$ cat config.mk
export PLATFORM = sky130hd
export DESIGN_NAME = theremin_period_meter
export DESIGN_NICKNAME = d
export VERILOG_FILES = /design/src/rtl/theremin_period_meter.sv
export SDC_FILE = /design/constraint.sdc
export NUM_CORES = 1
export LEC_CHECK = 0
export BUFFER_PORTS_ARGS = -buffer_cell sky130_fd_sc_hd__buf_2
export CAP_MARGIN = 20
export CORE_AREA = 2 2 88 90
export DETAILED_ROUTE_END_ITERATION = 8
export DIE_AREA = 0 0 90 92
export GPL_ROUTABILITY_DRIVEN = 1
export PLACE_DENSITY = 0.86
export SLEW_MARGIN = 20
export SYNTH_ARGS = -nofsm -noshare
export SYNTH_HDL_FRONTEND = slang
export SYNTH_SLANG_ARGS = --single-unit
$ cat constraint.sdc
create_clock -name clk_clk -period 4.95 [get_ports clk_clk]
set_input_delay 0.2475 -clock clk_clk [delete_from_list [all_inputs] [get_ports clk_clk]]
set_output_delay 0.2475 -clock clk_clk [all_outputs]
set_load 0.005 [all_outputs]
$ cat src/rtl/theremin_period_meter.sv
// Measures the antenna oscillator period in clk_clk cycles and publishes a block average
// over a valid/ready handshake. Define THEREMIN_PERIOD_METER_IIR_EN for exponential smoothing.
module theremin_period_meter #(
    parameter int unsigned      CNT_W      = 20,
    parameter int unsigned      AVG_LOG2   = 2,
    parameter int unsigned      MIN_PERIOD = 16,
    parameter logic [CNT_W-1:0] TIMEOUT    = {CNT_W{1'b1}}
) (
    input  logic             clk_clk,
    input  logic             reset_reset,
    input  logic             osc_in,
    output logic [CNT_W-1:0] period_data,
    output logic             period_valid,
    input  logic             period_ready,
    output logic             no_signal,
    output logic             overrun
);
    localparam int unsigned      ACC_W = CNT_W + AVG_LOG2;
    localparam int unsigned      N     = 1 << AVG_LOG2;
    localparam logic [CNT_W-1:0] MIN_P = CNT_W'(MIN_PERIOD);

    typedef enum logic [0:0] {StIdle, StArmed} state_e;

    state_e           state_q, state_d;
    logic             sync1_q, sync2_q, edge_q;
    logic             rise, timeout;
    logic [CNT_W-1:0] cnt_q, cnt_d, p;
    logic             no_signal_q, no_signal_d;
    logic             valid_q, valid_d, overrun_q, overrun_d;
    logic [CNT_W-1:0] data_q, data_d;
    logic             res_load;
    logic [CNT_W-1:0] res_data;

`ifdef THEREMIN_PERIOD_METER_IIR_EN
    logic [ACC_W-1:0]  y_q, y_d, p_ext, y_next;
    logic              y_init_q, y_init_d;
    logic signed [ACC_W:0] diff, step;

    // y keeps AVG_LOG2 fractional bits so the smoothing step does not lose resolution
    assign p_ext  = ACC_W'(p) << AVG_LOG2;
    assign diff   = $signed({1'b0, p_ext}) - $signed({1'b0, y_q});
    assign step   = diff >>> AVG_LOG2;
    assign y_next = y_q + step[ACC_W-1:0];
`else
    localparam logic [4:0] K_LAST = 5'(N - 1);
    logic [ACC_W-1:0] acc_q, acc_d, acc_sum;
    logic [4:0]       k_q, k_d;

    assign acc_sum = acc_q + ACC_W'(p);
`endif

    assign rise    = sync2_q & ~edge_q;
    assign p       = cnt_q + CNT_W'(1);
    assign timeout = (state_q == StArmed) && (cnt_q == TIMEOUT);

    always_comb begin
        state_d     = state_q;
        cnt_d       = (cnt_q == TIMEOUT) ? cnt_q : cnt_q + CNT_W'(1);
        no_signal_d = no_signal_q;
        res_load    = 1'b0;
        res_data    = '0;
`ifdef THEREMIN_PERIOD_METER_IIR_EN
        y_d         = y_q;
        y_init_d    = y_init_q;
`else
        acc_d       = acc_q;
        k_d         = k_q;
`endif
        unique case (state_q)
            StIdle: begin
                if (rise) begin
                    state_d = StArmed;
                    cnt_d   = '0;
`ifdef THEREMIN_PERIOD_METER_IIR_EN
                    y_init_d = 1'b0;
`else
                    acc_d    = '0;
                    k_d      = '0;
`endif
                end
            end
            StArmed: begin
                // Timeout wins over a coincident rise
                if (timeout) begin
                    state_d     = StIdle;
                    no_signal_d = 1'b1;
`ifdef THEREMIN_PERIOD_METER_IIR_EN
                    y_d      = '0;
                    y_init_d = 1'b0;
`else
                    acc_d    = '0;
                    k_d      = '0;
`endif
                end else if (rise && (p >= MIN_P)) begin
                    cnt_d       = '0;
                    no_signal_d = 1'b0;
                    res_load    = 1'b1;
`ifdef THEREMIN_PERIOD_METER_IIR_EN
                    y_d      = y_init_q ? y_next : p_ext;
                    y_init_d = 1'b1;
                    res_data = CNT_W'(y_d >> AVG_LOG2);
`else
                    if (k_q == K_LAST) begin
                        res_data = CNT_W'(acc_sum >> AVG_LOG2);
                        acc_d    = '0;
                        k_d      = '0;
                    end else begin
                        res_load = 1'b0;
                        acc_d    = acc_sum;
                        k_d      = k_q + 5'd1;
                    end
`endif
                end
            end
            default: state_d = StIdle;
        endcase
    end

    always_comb begin
        valid_d   = valid_q;
        data_d    = data_q;
        overrun_d = overrun_q;
        if (res_load) begin
            data_d  = res_data;
            valid_d = 1'b1;
            if (valid_q && !period_ready) overrun_d = 1'b1;
        end else if (valid_q && period_ready) begin
            valid_d = 1'b0;
        end
    end

    always_ff @(posedge clk_clk) begin
        if (reset_reset) begin
            state_q     <= StIdle;
            sync1_q     <= 1'b0;
            sync2_q     <= 1'b0;
            edge_q      <= 1'b0;
            cnt_q       <= '0;
            no_signal_q <= 1'b1;
            valid_q     <= 1'b0;
            data_q      <= '0;
            overrun_q   <= 1'b0;
`ifdef THEREMIN_PERIOD_METER_IIR_EN
            y_q         <= '0;
            y_init_q    <= 1'b0;
`else
            acc_q       <= '0;
            k_q         <= '0;
`endif
        end else begin
            state_q     <= state_d;
            sync1_q     <= osc_in;
            sync2_q     <= sync1_q;
            edge_q      <= sync2_q;
            cnt_q       <= cnt_d;
            no_signal_q <= no_signal_d;
            valid_q     <= valid_d;
            data_q      <= data_d;
            overrun_q   <= overrun_d;
`ifdef THEREMIN_PERIOD_METER_IIR_EN
            y_q         <= y_d;
            y_init_q    <= y_init_d;
`else
            acc_q       <= acc_d;
            k_q         <= k_d;
`endif
        end
    end

    assign period_data  = data_q;
    assign period_valid = valid_q;
    assign no_signal    = no_signal_q;
    assign overrun      = overrun_q;

endmodule

**After elaboration in Yosys (flattened, before gate mapping)**

Cells that the tools add are included.

- Register bits after elaboration: 74
- Output and inout bits: 23

- Add/subtract/negate cells: 3
- $lt $le $gt $ge: 1
- Equality and inequality tests: 4
- Muxes and demuxes: 30
- Bitwise gates (word level): 3
- Reductions and logical operators: 10

Operators by type and width:

| operator | number |
|---|---|
| 20-bit two-way mux | 8 |
| 22-bit two-way mux | 4 |
| 22-bit one-hot mux with 2 select lines | 1 |
| 20-bit one-hot mux with 2 select lines | 1 |
| 22-bit by 20-bit adder with 22-bit output | 1 |
| 20-bit by 1-bit adder with 20-bit output, second input constant | 1 |
| 20-bit equality test, second input constant | 1 |
| 20-bit by 5-bit >= comparator with 1-bit output, second input constant | 1 |
| 5-bit two-way mux | 4 |
| 1-bit two-way mux | 10 |
| 5-bit one-hot mux with 2 select lines | 1 |
| 2-bit AND reduction | 3 |
| 5-bit by 1-bit adder with 5-bit output, second input constant | 1 |
| 5-bit by 2-bit equality test with 1-bit output, second input constant | 1 |
| 1-bit logical AND | 4 |
| 2-bit nonzero test | 2 |
| 3-bit by 1-bit != test with 1-bit output, second input constant | 1 |
| 2-bit != test, second input constant | 1 |
| 1-bit inverter | 2 |
| 1-bit one-hot mux with 2 select lines | 1 |
| 1-bit bitwise AND | 1 |
| 1-bit logical NOT | 1 |

**Longest topological paths before layout**

- Depth in word-level cells: 7
- Mapped depth: 14
- Mapped depth without buffers: 14

**Least setup slack after synthesis**

OpenSTA, ideal clock, no wires.

- Path kind: register to register
- Start: register cnt_q[0]
- End: register data_q[19] (netlist: period_data[19])
- Data arrival time: 3.052 ns
- Data required time: 4.822 ns
- Slack: 1.770 ns
- Cell stages (with the launch flop): 14
- Buffers on the path: 0
- Cells stage by stage: dfxtp_1 ha_1 nand4_1 nor3_2 nand2_1 xnor2_1 ha_1 a21o_1 or4_1 o21ai_0 o21ai_0 xor2_1 mux2i_1 nor2_1

- Longest elaborated chain between the ends: 6
- Elaborated cells between the ends (all ways): 13

RTL lines:

| what | line | text |
|---|---|---|
| start, declared | 27 | `logic [CNT_W-1:0] cnt_q, cnt_d, p;` |
| start signal, assigned | 155 | `cnt_q <= cnt_d;` |
| 20-bit by 1-bit adder with 20-bit output | 53 | `assign p = cnt_q + CNT_W'(1);` |
| 22-bit by 20-bit adder with 22-bit output / 20-bit by 5-bit >= comparator with 1-bit output (equally long branches) | 49, 94 |  |
| 20-bit two-way mux / 1-bit logical AND (equally long branches) | 103, 94 |  |
| 20-bit two-way mux / 1-bit two-way mux (equally long branches) | 94 | `end else if (rise && (p >= MIN_P)) begin` |
| 20-bit two-way mux / 1-bit two-way mux (equally long branches) | 84 | `if (timeout) begin` |
| 20-bit two-way mux / 1-bit two-way mux (equally long branches) | 69 | `unique case (state_q)` |
| end signal, assigned | 158 | `data_q <= data_d;` |
| end, declared | 30 | `logic [CNT_W-1:0] data_q, data_d;` |

Several ways; a longest one is shown, not always the timed one.
A chain may end at the register's enable or synchronous reset.

**Final worst setup path**

- Start: register cnt_q[1]
- End: register acc_q[21]

- Longest elaborated chain between the ends: 6
- Elaborated cells between the ends (all ways): 12

RTL lines:

| what | line | text |
|---|---|---|
| 20-bit by 1-bit adder with 20-bit output | 53 |  |
| 22-bit by 20-bit adder with 22-bit output | 49 | `assign acc_sum = acc_q + ACC_W'(p);` |
| 22-bit two-way mux | 103 | `if (k_q == K_LAST) begin` |
| 22-bit two-way mux | 94 |  |
| 22-bit two-way mux | 84 |  |
| 22-bit one-hot mux with 2 select lines | 69 |  |
| end signal, assigned | 147 | `acc_q <= '0;` |
| end signal, assigned | 164 | `acc_q <= acc_d;` |
| end, declared | 46 | `logic [ACC_W-1:0] acc_q, acc_d, acc_sum;` |

Several ways; a longest one is shown, not always the timed one. The select of a mux whose other input is x is not followed.

==> impl_metrics.yaml <==
die:
  num_io_pins: 27
  start_util: 0.583
  rows: 32
  die_y_um: 92
  fp.dieW_um: 90
  dieArea_um2: 8280
  core_um2: 7450
setup_path:
  critPathMaxStageDelay_ns: 0.82
  crit_chain: "ha_1, nand4_1, nor3_2, a31oi_1, a2111oi_0, and4_1, or2_1, o21ai_0, a21oi_1"
  worstPathArrival_ns: 4.01
  path_class: "reg2reg"
  critPathLaunchType: "flip-flop"
  critPathTopFamily: "simple AND/OR/NAND/NOR gates"
  worst_r2r_path_depth: 9
  regToRegSetupSlack_ns: 1.21
  crit_start: "cnt_q[1]$_SDFF_PP0_"
  cp.depth: 9
  worstPathMaxFanout: 26
  r2r_start: "cnt_q[1]$_SDFF_PP0_"
  crit_path_end_kind: "flip-flop"
  r2r_end: "acc_q[21]$_SDFFE_PP0P_"
  path_buf_inv: 0
  slowest_stage: "or2_1"
  required_ns: 5.22
global_route:
  grt_pass1_wl_mm: 17.8
  track_usage: 0.266
  grt_max_degree: 58
  grt_antenna_before_repair: 0
  grt-ovfl-total: 0
  grt_pass1_vias: 3775
cells_and_area:
  multi_input_area_um2: 2690
  mostFrequentLayoutCells: "dfxtp_1 (74), nor2_1 (69), a21oi_1 (47)"
  finalInstanceArea_um2: 4700
  layout.area.seq_um2: 1480
  syn2layout_area_growth_pct: 8.25
  nets: 569
  fillCellCount: 670
  final_common_cell: "dfxtp_1"
  n_antenna_cell: 0
  drive_gt1_frac: 0.101
synth:
  synth-async-reset-ratio: 0
  synth_top_flop_cell: "dfxtp_1"
  synth-edff-count: 0
  synthCells: 528
  netlist_area_um2: 4340
  yosysUniqueCellTypes: 58
  syn_nets: 557
  synth_area_per_cell_um2: 8.22
  yosys_register_bits: 74
  ys_warn_count: 0
  yosysSeqAreaShare: 0.341
timing:
  grt_setup_unrepaired: "no"
  worst_pin_slew_ns: 1.01
  period_share: 0.755
  finalCriticalPeriod_ns: 3.74
  drv_slew: 0
  hold_viol_final: 0
  clock.fmax_ghz: 0.267
  setup-violations-final: 0
  slew-limit-headroom: 0.325
  fin_ws_ns: 1.21
  final.setup.tns_ns: 0
  skew_ns: 0.0118
run:
  cap_violations: 0
cts:
  cts_inserted_buffers: 9
  tritoncts: "yes"
  clk_pin_slew_worst_paths_ns: 0.09
  postCtsHoldBufs: 0
  cts_sinks: 74
  worstSkewPairLatency_ns: 0.36
  cts_root_buf: "clkbuf_8"
  cts_buffer_depth: 2
  cts_setup_buffers: 0
  cts.htree.levels: 3
  cts_resized: 0
drt:
  drt_iter0_drc: 285
  wl_per_cell_um: 16.6
  firstDrtPassIters: 5
  ant_nets: 0
  top_layer_used: "met4"
  wl_met3_um: 565
  vias_per_cell: 5.96
  wl_met1_mm: 4.58
  wl_mm: 10.7
  met2_length_mm: 5.23
  num_vias: 3854
  drc_errors: 0
hold_path:
  hp-class: "in2reg"
  whs_path_depth: 2
  hold_path_end: "sync1_q$_SDFF_PP0_"
  worstHoldStart: "osc_in"
place:
  place_ws_ns: 1.30
  dpl_cell_area_um2: 4490
  port_buffers: 26
  finalWeightedCongestion: 0.936
  dp.final_hpwl_mm: 7.72
power_and_ir_drop:
  ir_worst_vdd_mv: 0.140
  power.total_w: 0.00115
  leakage_nw: 2.12
  power_density_nw_per_um2: 244
outcome:
  status: "finished clean"
[cells by family (layout without fill, tap and decap cells)]
| kind of cell | after synthesis | in the layout | synth area share |
|---|---|---|---|
| simple gates | 225 | 225 | 0.264 |
| compound gates | 101 | 101 | 0.145 |
| flops | 74 | 74 | 0.341 |
| buf+inv | 40 | 57 | 0.0401 |
| xor+xnor | 39 | 39 | 0.0805 |
| fa+ha+maj | 25 | 25 | 0.0738 |
| mux | 24 | 24 | 0.0554 |
[worst max-delay path by stage]
stage / end / slack (ns)
after floorplan: period_data[19]$_SDFFE_PP0P_ / 1.77
after global placement: period_data[19]$_SDFFE_PP0P_ / 1.49
after detailed placement: period_data[19]$_SDFFE_PP0P_ / 1.30
after CTS: period_data[19]$_SDFFE_PP0P_ / 1.29
after global routing: acc_q[21]$_SDFFE_PP0P_ / 0.92
final: acc_q[21]$_SDFFE_PP0P_ / 1.21
[state kept, by name, indices dropped and copies added (netlist names)]
signal	flops
period_valid	1
edge_q	1
overrun	1
cnt_q	20
state_q	1
sync2_q	1
sync1_q	1
acc_q	22
no_signal	1
period_data	20
k_q	5
[synth_stat cells (11+ instances only)]
cell,number,area (um2)
nor2b_1,14,87.6
clkbuf_1,16,60.1
inv_1,14,52.6
nor2_1,69,259
nand2b_1,11,68.8
xor2_1,14,123
ha_1,24,300
nand3_1,27,135
xnor2_1,24,210
nand2_1,46,173
a21oi_1,47,235
o21ai_0,12,60.1
dfxtp_1,74,1480
mux2i_1,24,240
[per-stage QoR]
stage               hold slack, ns  utilization  cells
floorplan                    0.376            -    528
global placement             0.414        0.602    631
detailed placement           0.426        0.602    631
CTS                         0.0939        0.631    647
global route                 0.112        0.631    647
finish                      0.0964        0.631    647
[metal layers]
metal | vias up | GRT usage
met2 | 129 | 0.454
li1 | 1873 | -
met1 | 1822 | 0.328
met4 | 0 | 0.141
met3 | 30 | 0.0353
met5 | - | 0
[cell type report]
| cell class | count | share of cell area |
|---|---|---|
| tap | 102 | 0.0272 |
| timing repair buffer | 27 | 0.0293 |
| clock buffer | 10 | 0.0293 |
| inverter | 14 | 0.0112 |
| clock inverter | 6 | 0.0155 |
| sequential | 74 | 0.315 |
| multi-input combinational | 414 | 0.572 |
[where the power goes]
group / internal [W] / leakage [nW] / switching [W] / total [W]
registers: 0.000599 / 0.597 / 0.00000551 / 0.000604
logic: 0.0000114 / 1.42 / 0.0000336 / 0.0000450
clock network: 0.000253 / 0.104 / 0.000243 / 0.000496
No activity file was read; power rests on OpenSTA's default activity.
